**config.mk**
```make
export PLATFORM = sky130hd
export DESIGN_NAME = mem_arbiter
export DESIGN_NICKNAME = d
export VERILOG_FILES = /design/src/rtl/mem_arbiter.sv
export SDC_FILE = /design/constraint.sdc
export NUM_CORES = 1
export LEC_CHECK = 0
export ABC_AREA = 1
export BUFFER_PORTS_ARGS = -buffer_cell sky130_fd_sc_hd__buf_4
export CAP_MARGIN = 5
export CORE_AREA = 2 2 147 149
export CTS_CLUSTER_DIAMETER = 60
export CTS_CLUSTER_SIZE = 40
export DETAILED_ROUTE_END_ITERATION = 8
export DIE_AREA = 0 0 149 151
export GPL_ROUTABILITY_DRIVEN = 0
export GPL_TIMING_DRIVEN = 0
export PLACE_DENSITY = 0.59
export REMOVE_ABC_BUFFERS = 1
export SYNTH_ARGS = -nofsm -noshare
export SYNTH_HDL_FRONTEND = slang
export SYNTH_SLANG_ARGS = --single-unit
export TNS_END_PERCENT = 30
```
**constraint.sdc**
```tcl
create_clock -name clk_in -period 1.55 [get_ports clk_in]
set_clock_uncertainty 0.2 [all_clocks]
set_input_delay 0 -clock clk_in [delete_from_list [all_inputs] [get_ports clk_in]]
set_output_delay 0 -clock clk_in [all_outputs]
set_load 0.01 [all_outputs]
```
**src/rtl/mem_arbiter.sv**
```systemverilog
// mem_arbiter: grants the shared byte-serial memory adapter to fetch, load or store drain.
// Define MEM_ARB_FAIRNESS_EN to enable the fetch-starvation counter (limit STARVE_LIMIT).
module mem_arbiter #(
  parameter int unsigned STARVE_LIMIT = 4
) (
  input  logic        clk_in,
  input  logic        rst_in,
  input  logic        rdy_in,
  input  logic        flush_pipline,
  input  logic        if_req,
  input  logic [31:0] if_addr,
  output logic        if_done,
  output logic [31:0] if_ins,
  input  logic        ld_req,
  input  logic [31:0] ld_addr,
  input  logic [1:0]  ld_size,
  output logic        ld_done,
  output logic [31:0] ld_data,
  input  logic        st_req,
  input  logic [31:0] st_addr,
  input  logic [1:0]  st_size,
  input  logic [31:0] st_data,
  output logic        st_done,
  output logic        try_start_insfetch_task,
  output logic [31:0] insfetch_addr,
  input  logic        insfetch_task_done,
  input  logic [31:0] insfetch_ins_full,
  output logic        have_mem_access_task,
  output logic [31:0] mem_access_addr,
  output logic        mem_access_rw,
  output logic [1:0]  mem_access_size,
  output logic [31:0] mem_access_data,
  input  logic        mem_access_task_done,
  input  logic [31:0] mem_access_data_out
);

  if (STARVE_LIMIT == 0 || STARVE_LIMIT > 15) begin : g_bad_limit
    $error("STARVE_LIMIT must be within 1..15");
  end

  typedef enum logic [1:0] {StIdle, StBusyIf, StBusyLd, StBusySt} state_e;

  state_e      r_state;
  logic        r_if_task;
  logic        r_mem_task;
  logic        r_mem_rw;
  logic [31:0] r_if_addr;
  logic [31:0] r_mem_addr;
  logic [1:0]  r_mem_size;
  logic [31:0] r_mem_data;

  logic w_live;
  logic w_if_starved;
  logic w_grant_if;
  logic w_grant_ld;
  logic w_grant_st;

  // The adapter only moves up to a word; size 2'b11 is treated as a word access.
  function automatic logic [1:0] clamp_size(input logic [1:0] size);
    return (size == 2'b11) ? 2'b10 : size;
  endfunction

  always_comb begin
    w_grant_if = 1'b0;
    w_grant_ld = 1'b0;
    w_grant_st = 1'b0;
    if (if_req && (w_if_starved || !(st_req || ld_req))) begin
      w_grant_if = 1'b1;
    end else if (st_req) begin
      w_grant_st = 1'b1;
    end else if (ld_req) begin
      w_grant_ld = 1'b1;
    end
  end

`ifdef MEM_ARB_FAIRNESS_EN
  localparam logic [3:0] StarveMax = 4'(STARVE_LIMIT);

  logic [3:0] r_starve_cnt;

  assign w_if_starved = (r_starve_cnt == StarveMax);

  always_ff @(posedge clk_in) begin
    if (rst_in) begin
      r_starve_cnt <= '0;
    end else if (rdy_in) begin
      if (flush_pipline) begin
        r_starve_cnt <= '0;
      end else if (r_state == StIdle) begin
        if (!if_req || w_grant_if) begin
          r_starve_cnt <= '0;
        end else if ((w_grant_st || w_grant_ld) && (r_starve_cnt != StarveMax)) begin
          r_starve_cnt <= r_starve_cnt + 4'd1;
        end
      end
    end
  end
`else
  assign w_if_starved = 1'b0;
`endif

  // A flushed store simply returns to idle; st_req is still held, so it is re-granted.
  always_ff @(posedge clk_in) begin
    if (rst_in) begin
      r_state    <= StIdle;
      r_if_task  <= 1'b0;
      r_mem_task <= 1'b0;
      r_mem_rw   <= 1'b0;
      r_if_addr  <= '0;
      r_mem_addr <= '0;
      r_mem_size <= '0;
      r_mem_data <= '0;
    end else if (rdy_in) begin
      if (flush_pipline) begin
        r_state    <= StIdle;
        r_if_task  <= 1'b0;
        r_mem_task <= 1'b0;
        r_mem_rw   <= 1'b0;
      end else begin
        unique case (r_state)
          StIdle: begin
            if (w_grant_st) begin
              r_state    <= StBusySt;
              r_mem_task <= 1'b1;
              r_mem_rw   <= 1'b1;
              r_mem_addr <= st_addr;
              r_mem_size <= clamp_size(st_size);
              r_mem_data <= st_data;
            end else if (w_grant_ld) begin
              r_state    <= StBusyLd;
              r_mem_task <= 1'b1;
              r_mem_rw   <= 1'b0;
              r_mem_addr <= ld_addr;
              r_mem_size <= clamp_size(ld_size);
              r_mem_data <= '0;
            end else if (w_grant_if) begin
              r_state   <= StBusyIf;
              r_if_task <= 1'b1;
              r_if_addr <= if_addr;
            end
          end
          StBusyIf: begin
            if (insfetch_task_done) begin
              r_state   <= StIdle;
              r_if_task <= 1'b0;
            end
          end
          StBusyLd, StBusySt: begin
            if (mem_access_task_done) begin
              r_state    <= StIdle;
              r_mem_task <= 1'b0;
              r_mem_rw   <= 1'b0;
            end
          end
          default: begin
            r_state <= StIdle;
          end
        endcase
      end
    end
  end

  assign try_start_insfetch_task = r_if_task;
  assign insfetch_addr           = r_if_addr;
  assign have_mem_access_task    = r_mem_task;
  assign mem_access_addr         = r_mem_addr;
  assign mem_access_rw           = r_mem_rw;
  assign mem_access_size         = r_mem_size;
  assign mem_access_data         = r_mem_data;

  // Adapter data is only valid in its done cycle, so completions pass straight through.
  assign w_live  = rdy_in & ~flush_pipline;
  assign if_done = (r_state == StBusyIf) & insfetch_task_done & w_live;
  assign ld_done = (r_state == StBusyLd) & mem_access_task_done & w_live;
  assign st_done = (r_state == StBusySt) & mem_access_task_done & w_live;
  assign if_ins  = insfetch_ins_full;
  assign ld_data = mem_access_data_out;

endmodule
```
### After elaboration in Yosys (flattened, before gate mapping)

Cells that the tools add are included.

| operators by class | value |
|---|---|
| eq/ne operators | 12 |
| multiplexer cells | 36 |
| bitwise logic cells | 10 |
| reductions and logical operators | 13 |

Operators by type and width:

| kind | count |
|---|---|
| 32-bit 2-to-1 mux | 4 |
| 2-bit 2-to-1 mux | 10 |
| 1-bit 2-to-1 mux | 18 |
| 3-bit != test, second input constant | 5 |
| 4-bit AND reduction | 3 |
| 6-bit AND reduction | 2 |
| 2-bit == test, second input constant | 4 |
| 1-bit AND | 7 |
| 1-bit case mux with 2 select lines | 3 |
| 2-bit case mux with 3 select lines | 1 |
| 3-bit nonzero test | 2 |
| 5-bit != test, second input constant | 1 |
| 4-bit != test, second input constant | 1 |
| 1-bit inverter | 3 |
| 2-bit by 1-bit == test with 1-bit output, second input constant | 1 |
| 2-bit zero test | 1 |
| 2-bit nonzero test | 1 |
| 2-bit OR reduction | 1 |
| 1-bit logical AND | 1 |
| 1-bit zero test | 1 |
| 1-bit logical OR | 1 |

| word-level totals | value |
|---|---|
| register bits | 103 |
| input port bits | 205 |
| output and inout bits | 168 |
| word-level logic and storage cells | 79 |

### Longest topological paths before layout

Gate-level depths: netlist of the first run.

| logic depth | value |
|---|---|
| word-level depth | 9 |
| mapped depth | 9 |
| mapped depth without buffers | 8 |

### Least setup slack after synthesis of the first run

No wires, ideal clock.

| timing path | value |
|---|---|
| path type | register to register |
| from | register r_state[0] |
| to | register r_mem_data[10] (netlist: mem_access_data[10]) |
| setup time | 0.132 ns |
| arrival time | 1.087 ns |
| required time | 1.218 ns |
| path slack | 0.130 ns |
| cell stages (with the launch flop) | 9 |
| buffers on the path | 2 |
| period minus slack after synthesis | 1.420 ns |
| cells stage by stage | dfxtp_1 inv_2 nand2_2 nor2_8 nand2_8 buf_6 buf_4 nand2_1 a21oi_1 |

| on the way | value |
|---|---|
| cells in the longest elaborated chain, start to end | 2 |

RTL lines:

| element | RTL line | RTL |
|---|---|---|
| from (decl) | 43 | `state_e r_state;` |
| from (signal assigned) | 105 | `r_state <= StIdle;` |
| from (signal assigned) | 115 | `r_state <= StIdle;` |
| from (signal assigned) | 123 | `r_state <= StBusySt;` |
| 2-bit zero test | 120 | `unique case (r_state)` |
| 4-bit AND reduction (no source line) | n/a |  |
| to (signal assigned) | 128 | `r_mem_data <= st_data;` |
| to (decl) | 50 | `logic [31:0] r_mem_data;` |

Every way passes these cells.
A chain may end at the register's enable or synchronous reset.

### Final worst setup path of the first run

| timing path | value |
|---|---|
| from | register r_state[1] |
| to | register r_mem_data[28] (netlist: mem_access_data[28]) |

Same word-level chain as after synthesis.

==> metrics.md, run 1 <==
| Metric | Value |
|---|---|
| Pre-CTS setup slack | -0.7642 ns |
| Total core area | around 0.021 sq mm |
| Share of cells above drive strength 1 | 0.3036 |
| Row cnt | 53 |
| CP Capture Type | register |
| Fin. Hold Viols | 3 |
| Starting Density | 0.2259 |
| Router iterations before antenna repair | 4 |
| CTS tree | done |
| DRC Markers | 0 |
| Synthesized flop and latch total | around 100 |
| Distinct cell type count after synthesis | 23 |
| Hold depth | 4 |
| Vias in the first global route | between 5000 and 6000 |
| Die Y | around 150 microns |
| Commonest non-fill, non-tap cell in the layout | buf_4 |
| Post-synth top area share | 0.4384 |
| Clock Latency Late Sink | approximately 0.34 ns |
| Pwr Total | 6734 uW |
| # port buffers | 244 |
| Setup ws final | -0.03042 ns |
| DR vias/cell | around 4.3 |
| Global-route wire length before repair | roughly 32000 microns |
| CTS sink cnt | 103 |
| # setup viols final | 6 |
| Hold Slack | -0.1632 ns |
| CTS root buf | clkbuf_16 |
| Area Overhead vs Synth | 90.64% |
| Startpoint types | register |
| R2R cell count | 8 |
| ANT nets after route | 0 |
| GRT Util Overall | 0.1886 |
| Max frequency | 0.6327 GHz |
| Die area | between 0.02 and 0.025 sq mm |
| CTS clk-pin slew, worst paths | about 0.07 ns |
| Max Cap Violations | 0 |
| Synthesized area per cell | slightly above 7 sq um |
| Flop2flop setup slack | -0.03 ns |
| Initial antenna violation count | 6 |
| Worst R2R End | mem_access_data[28] |
| Final min period | about 1.6 ns |
| Worst min-delay path category | in2reg |
| RR Startpoint | r_state[1] |
| Layout Nets | 1244 |
| Status | finished with violations |
| RSZ-0062 raised after global routing | true |
| Violated checks | negative hold slack, negative setup slack |
| Via count | approximately 5700 |
| Initial detailed-routing violation count | 220 |
| Worst Path Required | ~1.6 ns |
| Fillers | between 2000 and 2500 |
| Ports | around 370 |
| Worst EP arrival | between 1.5 and 2 ns |
| Fin crit share | 1.020 |
| Total gr overflow | 0 |
| Leakage Power | ~0.004 uW |
| Pwr per Cell Area | roughly 750 mW/mm^2 |
| Total CTS buffers | 9 |
| CP Class | reg2reg |
| Measured slew at the worst slew-check pin | 0.5468 ns |
| Final Max Tran Viols | 0 |
| Pin count of the biggest net entering global routing | 45 |
| Post-DP HPWL | 12600 microns |
| Hold Buf Count CTS | around 200 |
| Cell area after synthesis | 0.004703 sq mm |
| Drt total wl | between 20000 and 25000 microns |
| WL per Instance | approximately 17 microns |
| CP Max Fanout | 13 |
| Most frequent cells in the layout | buf_4, dlygate4sd3_1, nand2_1 |
| Largest cells by area after synthesis | dfxtp_1, nand2_1, nor2_1 |
| Setup Total Neg Slack | -0.06185 ns |
| Worst slew margin | 0.6355 |
| Post-synthesis cell count | between 600 and 700 |
| Sequential fraction of the synthesis area | 0.4384 |
| # H-tree levels | 3 |
| Peak VDD IR | around 480 uV |
| Hold_sp | ld_req |
| Final core occ | 0.4306 |
| Ys Warns | 0 |
| Yosys top cell by area | dfxtp_1 |
| CTS max path bufs | 2 |
| Worst hold endpoint | r_state[0] |
| Die X | 149 microns |
==> per-layer routing <==
| metal | vias to the layer above | global-route usage | wire length [microns] |
|---|---|---|---|
| met4 | 2 | 0.04667 | 348 |
| met1 | 2605 | 0.2331 | 9677 |
| met3 | 31 | 0.07530 | 2090 |
| li1 | 2773 | - | - |
| met2 | 258 | 0.3074 | 10630 |
| met5 | - | 0 | 54 |
==> logic make-up (layout without fill, tap and decap cells) <==
logic type	after synthesis	count (layout)	share of synthesized area
simple gates	336	341	0.2886
buf+inv	113	495	0.1607
flops	103	103	0.4384
other cells	0	6	0
compound gates	105	105	0.1123
==> worst max path at each step <==
stage | from | endpoint | slack, ns | cells past startpoint
4_1_cts | r_state[1] | mem_access_data[25] | -0.03 | 8
2_1_floorplan | r_state[0] | insfetch_addr[0] | -0.16 | 7
3_5_place_dp | st_req | insfetch_addr[4] | -0.76 | 8
3_3_place_gp | rst_in | mem_access_addr[26] | -1.05 | 4
6_report | r_state[1] | mem_access_data[28] | -0.03 | 8
5_1_grt | r_state[1] | mem_access_data[23] | -0.08 | 8
==> where the power goes <==
| group | internal (uW) | switching, uW | leakage, uW |
|---|---|---|---|
| logic | 891 | 753 | 0.00308 |
| clock network | 1200 | 1080 | 0.000144 |
| registers | 2750 | 56.8 | 0.000838 |
| total | 4850 | 1890 | 0.00406 |
==> worst max-delay path: stages, from the launching register on <==
cell and delay [ns]:
dfxtp_2 0.33, inv_2 0.08, nand2_4 0.07, nor2_8 0.15, nand2_8 0.12, nor2_4 0.16, buf_12 0.15, nand2_1 0.08
a21oi_1 0.16
==> final cells by class <==
class	instances	area (sq um)	share of cell area
diodes	6	15.01	0.001675
clock buffers	12	256.5	0.02861
clock inverters	4	35.03	0.003907
inverters	12	78.83	0.008792
multi-input cells	446	2069	0.2308
flip-flops and latches	103	2064	0.2303
well taps	275	344.1	0.03838
repair buffers	465	4075	0.4545
repair inverters	2	27.53	0.003070
==> synth_stat cells <==
library cell and count:
inv_1 7, nand3_1 4, buf_2 7, nor2_1 142
nor3b_1 1, inv_2 4, clkbuf_2 5, clkinv_2 1
nor2_8 3, clkbuf_1 13, nand2_8 1, nand2_2 2
buf_4 68, a21oi_1 37, a211oi_1 1, nand2_1 178
nor2_4 1, dfxtp_1 103, nand4_1 1, nor4_1 2
buf_6 8, nor2_2 1, o21ai_0 67
==> repair_timing <==
action | 4_1_cts | 5_1_grt
resized for setup | 24 | 54
pin swaps | 4 | 7
buffers inserted | 15 | 1
cloned | 4 | 3
endpoints found under the hold margin | 167 | 2
setup endpoints to repair | 99 | 103
==> per-stage QoR <==
step | hold slack, ns | cells | instance area (sq um)
after global placement | -0.1999 | 1075 | 6170
final | -0.1632 | 1325 | 8966
after CTS | -0.1835 | 1315 | 8806
after global routing | -0.1501 | 1325 | 8966
after floorplan | -0.2000 | 556 | 3994
after detailed placement | -0.1999 | 1076 | 6190
==> sequential cells by signal (all words and copies together), names as in the netlist <==
register                 flops
mem_access_data             32
have_mem_access_task         1
mem_access_rw                1
mem_access_size              2
insfetch_addr               32
try_start_insfetch_task      1
r_state                      2
mem_access_addr             32
No activity file was read; power rests on OpenSTA's default activity.
==> inputs of run 2 (changes only) <==
--- a/config.mk
+++ b/config.mk
@@ -20,4 +20,4 @@
 export SYNTH_ARGS = -nofsm -noshare
 export SYNTH_HDL_FRONTEND = slang
 export SYNTH_SLANG_ARGS = --single-unit
-export TNS_END_PERCENT = 30
+export TNS_END_PERCENT = 10
==> run 2 against run 1 <==
Net effect:
- the flow still finishes with violations (negative hold slack, negative setup slack)
- via count shrank 0.79%
- non-clock buffer count is the same
- count of clock-buffer cells in the layout is the same
- global-route usage is the same
- register-to-register slack is essentially flat
- worst setup slack is essentially flat
- die area is the same
- power shrank 0.17%
- clock power is essentially flat
- combinational power is essentially flat
- critical path type unchanged
==> metrics.md, run 2 (synthesized netlist as in run 1, its figures left out) <==
| Metric | Value |
|---|---|
| FF+latch area | 0.002064 sq mm (unchanged) |
| Crit path largest cell delay | 0.33 ns (about the same) |
| Total CTS buffers | 9 (unchanged) |
| CTS max path bufs | 2 (unchanged) |
| Fillers | 2032 (+0.35%) |
| GRT Util Overall | 0.1886 (unchanged) |
| DR vias/cell | 4.254 (-0.57%) |
| Max Cap Violations | 0 (unchanged) |
| CP Capture Type | register |
| Layout Nets | 1241 (-0.24%) |
| Multi-input gate area | 0.002047 sq mm (-1.1%) |
| Peak VDD IR | 480.9 uV (about the same) |
| Final Max Tran Viols | 0 (unchanged) |
| ANT nets after route | 0 (unchanged) |
| Total gr overflow | 0 (unchanged) |
| CP Class | reg2reg |
| Final min period | 1.580 ns (-0.0004371 ns) |
| CP Max Fanout | 13 (unchanged) |
| Worst R2R End | mem_access_data[28] |
| WL per Instance | 16.95 microns (-1.5%) |
| Buf/Inv on CP | 2 (unchanged) |
| RR Startpoint | r_state[1] |
| Share of cells above drive strength 1 | 0.2988 (-0.004889) |
| Commonest non-fill, non-tap cell in the layout | buf_4 |
| R2R cell count | 8 (unchanged) |
| Setup crit end | mem_access_data[28] |
| Via count | 5624 (-0.79%) |
| Placed Area | 0.006190 sq mm (unchanged) |
| Die X | 149 microns (unchanged) |
| Pre-CTS setup slack | -0.7642 ns (unchanged) |
| Row cnt | 53 (unchanged) |
| Hold Buf Count CTS | 204 (unchanged) |
| Fin crit share | 1.019 (about the same) |
| Slowest cell on crit path | dfxtp_2 |
| # port buffers | 244 (unchanged) |
| Die Y | 151 microns (unchanged) |
| Total core area | 0.02082 sq mm (unchanged) |
| Global-route wire length before repair | 32060 microns (unchanged) |
| Flop2flop setup slack | -0.03 ns (about the same) |
| Stages on the worst setup path | 8 (unchanged) |
| # setup viols final | 6 (unchanged) |
| Post-DP HPWL | 12600 microns (unchanged) |
| Fin. Hold Viols | 3 (unchanged) |
| # H-tree levels | 3 (unchanged) |
| Violated checks | negative hold slack, negative setup slack |
| Router iterations before antenna repair | 5 (+1) |
| Initial antenna violation count | 6 (unchanged) |
| CTS clk-pin slew, worst paths | 0.08 ns (about the same) |
| Hold_sp | ld_req |
| Measured slew at the worst slew-check pin | 0.5388 ns (-0.007996 ns) |
| Critical path cell sequence | inv_2 > nand2_4 > nor2_8 > nand2_8 > nor2_4 > buf_12 > nand2_1 > a21oi_1 |
| Status | finished with violations |
| Worst min-delay path category | in2reg |
| Fin area | 0.008916 sq mm (-0.56%) |
| Die area | 0.02250 sq mm (unchanged) |
| Startpoint types | register |
| Hold Slack | -0.1622 ns (+0.0009530 ns) |
| Clock Latency Late Sink | 0.34 ns (about the same) |
| CP startpoint | r_state[1] |
| DRC Markers | 0 (unchanged) |
| Max frequency | 0.6329 GHz (about the same) |
| Starting Density | 0.2259 (unchanged) |
| CTS tree | done |
| Worst EP arrival | 1.65 ns (about the same) |
| CTS sink cnt | 103 (unchanged) |
| Pin count of the biggest net entering global routing | 45 (unchanged) |
| Setup ws final | -0.02998 ns (+0.0004371 ns) |
| Area Overhead vs Synth | 89.57% |
| Worst slew margin | 0.6408 (+0.005331) |
| Initial detailed-routing violation count | 173 (-21%) |
| Drt total wl | 22410 microns (-1.7%) |
| Most frequent cells in the layout | buf_4, dlygate4sd3_1, nand2_1 |
| CTS root buf | clkbuf_16 |
| Ports | 373 (unchanged) |
| Vias in the first global route | 5668 (unchanged) |
| Pwr per Cell Area | 754.0 mW/mm^2 (+0.39%) |
| Crit-path leading delay family | simple AND/OR/NAND/NOR gates |
| Leakage Power | 0.004045 uW (-0.45%) |
| RSZ-0062 raised after global routing | true |
| Worst Path Required | 1.62 ns (about the same) |
run 2: cell types whose count changed in the layout (fill, tap and decap cells not counted), sizes merged:
cell / previous run / this run
clkinv: 3 / 2
inv: 15 / 14
nand2: 185 / 184
run 2: report_power, final:
group / switching, uW / internal (uW)
registers: 56.8 / 2750
clock network: 1080 / 1200
logic: 742 / 887
total: 1880 / 4840
run 2: layout make-up:
cell class                 count  share of cell area
sequential                   103              0.2315
clock inverter                 4            0.003929
timing repair buffer         465              0.4571
antenna                        6            0.001684
tap                          275             0.03859
clock buffer                  12             0.02877
inverter                      12            0.008841
multi-input combinational    445              0.2296
run 2: layer usage:
layer | GRT usage | routed length, microns | vias to the layer above
met5 | 0 | 55 | -
met4 | 0.04667 | 340 | 2
met3 | 0.07530 | 2054 | 25
met2 | 0.3074 | 10390 | 255
met1 | 0.2331 | 9563 | 2579
li1 | - | - | 2763
run 2: through the flow:
step	hold slack, ns	setup TNS [ns]	util	total power [uW]	std cells
5_1_grt	-0.1501	-3.675	0.4282	7054	1322
3_3_place_gp	-0.1999	-81.35	0.2963	3839	1075
3_5_place_dp	-0.1999	-64.16	0.2973	3848	1076
2_1_floorplan	-0.2000	-8.247	-	3251	556
4_1_cts	-0.1835	-0.2345	0.4229	6776	1315
6_report	-0.1622	-0.04448	0.4282	6723	1322
run 2: repair_timing:
item	4_1_cts	5_1_grt
gates cloned	4	0
gates resized for setup	24	35
endpoints found under the hold margin	167	2
endpoints found under the setup margin	99	103
pin swaps	4	27
setup buffers	15	1
run 2: worst reg2reg max path, stage by stage, from the launching register on:
cell	delay, ns
dfxtp_2	0.33
inv_2	0.08
nand2_4	0.08
nor2_8	0.15
nand2_8	0.12
nor2_4	0.16
buf_12	0.15
nand2_1	0.08
a21oi_1	0.16
run 2: how the worst min path moves through the flow:
| stage | end | slack, ns | depth (start not counted) |
|---|---|---|---|
| after floorplan | if_ins[0] | -0.20 | 0 |
| after global placement | if_ins[17] | -0.20 | 0 |
| after detailed placement | if_ins[17] | -0.20 | 0 |
| after CTS | r_state[0] | -0.18 | 4 |
| after global routing | r_state[0] | -0.15 | 4 |
| final | r_state[0] | -0.16 | 4 |
==> inputs of run 3 (changes only) <==
--- a/config.mk
+++ b/config.mk
@@ -7,7 +7,7 @@
 export LEC_CHECK = 0
 export ABC_AREA = 1
 export BUFFER_PORTS_ARGS = -buffer_cell sky130_fd_sc_hd__buf_4
-export CAP_MARGIN = 5
+export CAP_MARGIN = 20
 export CORE_AREA = 2 2 147 149
 export CTS_CLUSTER_DIAMETER = 60
 export CTS_CLUSTER_SIZE = 40
==> constraint.sdc (replaced) <==
create_clock -name clk_in -period 1.9 [get_ports clk_in]
set_clock_uncertainty 0.2 [all_clocks]
set_input_delay 0 -clock clk_in [delete_from_list [all_inputs] [get_ports clk_in]]
set_output_delay 0 -clock clk_in [all_outputs]
set_load 0.01 [all_outputs]
==> run 3 against run 2 <==
Net effect:
- the run ends with negative setup slack left
- sequential cell count unchanged
- core utilization down 1.2 points
- largest cell class unchanged
- sequential share of layout area rose by 0.68 points
==> metrics.md, run 3 (synthesized netlist as in run 1, its figures left out) <==
| Metric | Value |
|---|---|
| CP Class | reg2reg |
| Total core area | 0.02082 sq mm (unchanged) |
| # setup viols final | 50 (+44) |
| Pin count of the biggest net entering global routing | 72 (+60%) |
| Peak VDD IR | 394.8 uV (-18%) |
| Starting Density | 0.2259 (unchanged) |
| Worst slew margin | 0.3842 (-0.2566) |
| Pwr per Cell Area | 624.9 mW/mm^2 (-17%) |
| Drt total wl | 21180 microns (-5.5%) |
| CP startpoint | r_state[0] |
| Status | finished with violations |
| Worst Path Required | 1.99 ns (+0.37 ns) |
| Switching share of power | 0.2763 (-0.003562) |
| Combinational power share | 0.231 (-0.011) |
| Clock Latency Late Sink | 0.34 ns (about the same) |
| P_sw | 1496 uW (-20%) |
| Global-route wire length before repair | 30430 microns (-5.1%) |
| Hold_sp | ld_req |
| Area Overhead vs Synth | 84.20% |
| Int Pwr | 3918 uW (-19%) |
| Worst min-delay path category | in2reg |
| Share of cells above drive strength 1 | 0.2753 (-0.02346) |
| CTS max path bufs | 2 (unchanged) |
| Violated checks | negative setup slack |
| Total CTS buffers | 9 (unchanged) |
| Startpoint types | register |
| Max frequency | 0.5012 GHz (-21%) |
| DR vias/cell | 4.282 (+0.66%) |
| Pwr Total | 5414 uW (-19%) |
| GRT Util Overall | 0.1767 (-0.01187) |
| Sequential power share | 0.424 (+0.006) |
| Setup ws final | -0.09508 ns (-0.06510 ns) |
| Initial detailed-routing violation count | 239 (+38%) |
| Fin. Hold Viols | 0 (-3) |
| Post CTS Setup Buffer Count | 0 (-15) |
| Final core occ | 0.4161 (-0.01214) |
| CTS clk-pin slew, worst paths | 0.08 ns (about the same) |
| Final Max Tran Viols | 0 (unchanged) |
| WL per Instance | 16.16 microns (-4.6%) |
| Die X | 149 microns (unchanged) |
| # port buffers | 244 (unchanged) |
| # H-tree levels | 3 (unchanged) |
| Max Cap Violations | 0 (unchanged) |
| Placed Area | 0.006190 sq mm (unchanged) |
| Power share of the clock group | 0.346 (+0.006) |
| Fin area | 0.008663 sq mm (-2.8%) |
| Measured slew at the worst slew-check pin | 0.9223 ns (+0.3836 ns) |
| Row cnt | 53 (unchanged) |
| CP Capture Type | register |
| Post-DP HPWL | 12600 microns (unchanged) |
| ANT nets after route | 0 (unchanged) |
| Vias in the first global route | 5494 (-3.1%) |
| Total gr overflow | 0 (unchanged) |
| Worst EP arrival | 2.08 ns (+0.43 ns) |
| Ports | 373 (unchanged) |
| Commonest non-fill, non-tap cell in the layout | buf_4 |
| DRC Markers | 0 (unchanged) |
| Via count | 5610 (-0.25%) |
| Most frequent cells in the layout | buf_4, dlygate4sd3_1, nand2_1 |
| Final min period | 1.995 ns (+0.4151 ns) |
| Leakage Power | 0.003914 uW (-3.2%) |
| RSZ-0062 raised after global routing | true |
| Layout Nets | 1228 (-1.0%) |
| CTS root buf | clkbuf_16 |
| CTS tree | done |
| Router iterations before antenna repair | 4 (-1) |
| Fin crit share | 1.050 (+0.03070) |
| CTS sink cnt | 103 (unchanged) |
| CP Max Fanout | 71 (+58) |
| Die area | 0.02250 sq mm (unchanged) |
| RR Startpoint | r_state[0] |
| Die Y | 151 microns (unchanged) |
| Initial antenna violation count | 6 (unchanged) |
[run 3: cell count changes in the layout (fill, tap and decap cells not counted), sizes merged]
| cell | before | now |
|---|---|---|
| dlygate4sd3 | 203 | 209 |
| buf | 262 | 246 |
| diode | 6 | 7 |
| nand2 | 184 | 181 |
[run 3: power by group through the flow]
stage	combinational (uW)	sequential [uW]	clock, uW
CTS	1220	2290	1950
detailed placement	797	2340	0
floorplan	275	2380	0
global route	1340	2300	2020
finish	1250	2290	1870
global placement	794	2340	0
[run 3: area by class of cell]
class / count / area [sq um]
antenna: 7 / 17.52
clock buffer: 12 / 256.5
clock inverter: 4 / 35.03
fill: 2054 / 12160
inverter: 12 / 57.56
multi-input combinational: 442 / 1924
sequential: 103 / 2064
tap: 275 / 344.1
timing repair buffer: 455 / 3964
[run 3: path summary, 6_finish.rpt]
check	endpoint	slack, ns	cells after the start
max	mem_access_data[1]	-0.1	7
min	try_start_insfetch_task	0.02	7
min reg2reg	mem_access_data[19]	0.27	2
max reg2reg	mem_access_data[1]	-0.1	7
[run 3: timing repair]
item                                    4_1_cts  5_1_grt
hold endpoints to repair                    167        0
cloned                                        1        0
resized for setup                             8        5
endpoints found under the setup margin       99       99
pin swaps                                     6        8
hold buffers                                210        0
[run 3: layer usage]
layer / up-vias / global-route usage / routed length [microns]
met2: 276 / 0.2829 / 9571
li1: 2738 / - / -
met3: 25 / 0.07620 / 2175
met1: 2571 / 0.2184 / 9120
met4: 0 / 0.04524 / 308
met5: - / 0 / 0
[run 3: critical path, cell delays in order (launching register included)]
cell and delay (ns):
dfxtp_2 0.36, inv_4 0.09, nand2_4 0.07, nor2_8 0.14
nand2_8 0.27, nor2_4 0.49, nand2_1 0.11, a21oi_1 0.14
[run 3: per-stage QoR]
step           hold slack, ns  setup WS [ns]  setup TNS [ns]  instances
6_report              0.02487       -0.09508          -2.761       1310
5_1_grt               0.06100        -0.2374          -10.39       1306
2_1_floorplan         -0.2000         0.1879               0        556
4_1_cts              0.004779       -0.06535          -3.451       1303
3_5_place_dp          -0.1999        -0.4142          -29.10       1076
3_3_place_gp          -0.1999        -0.7022          -46.00       1075
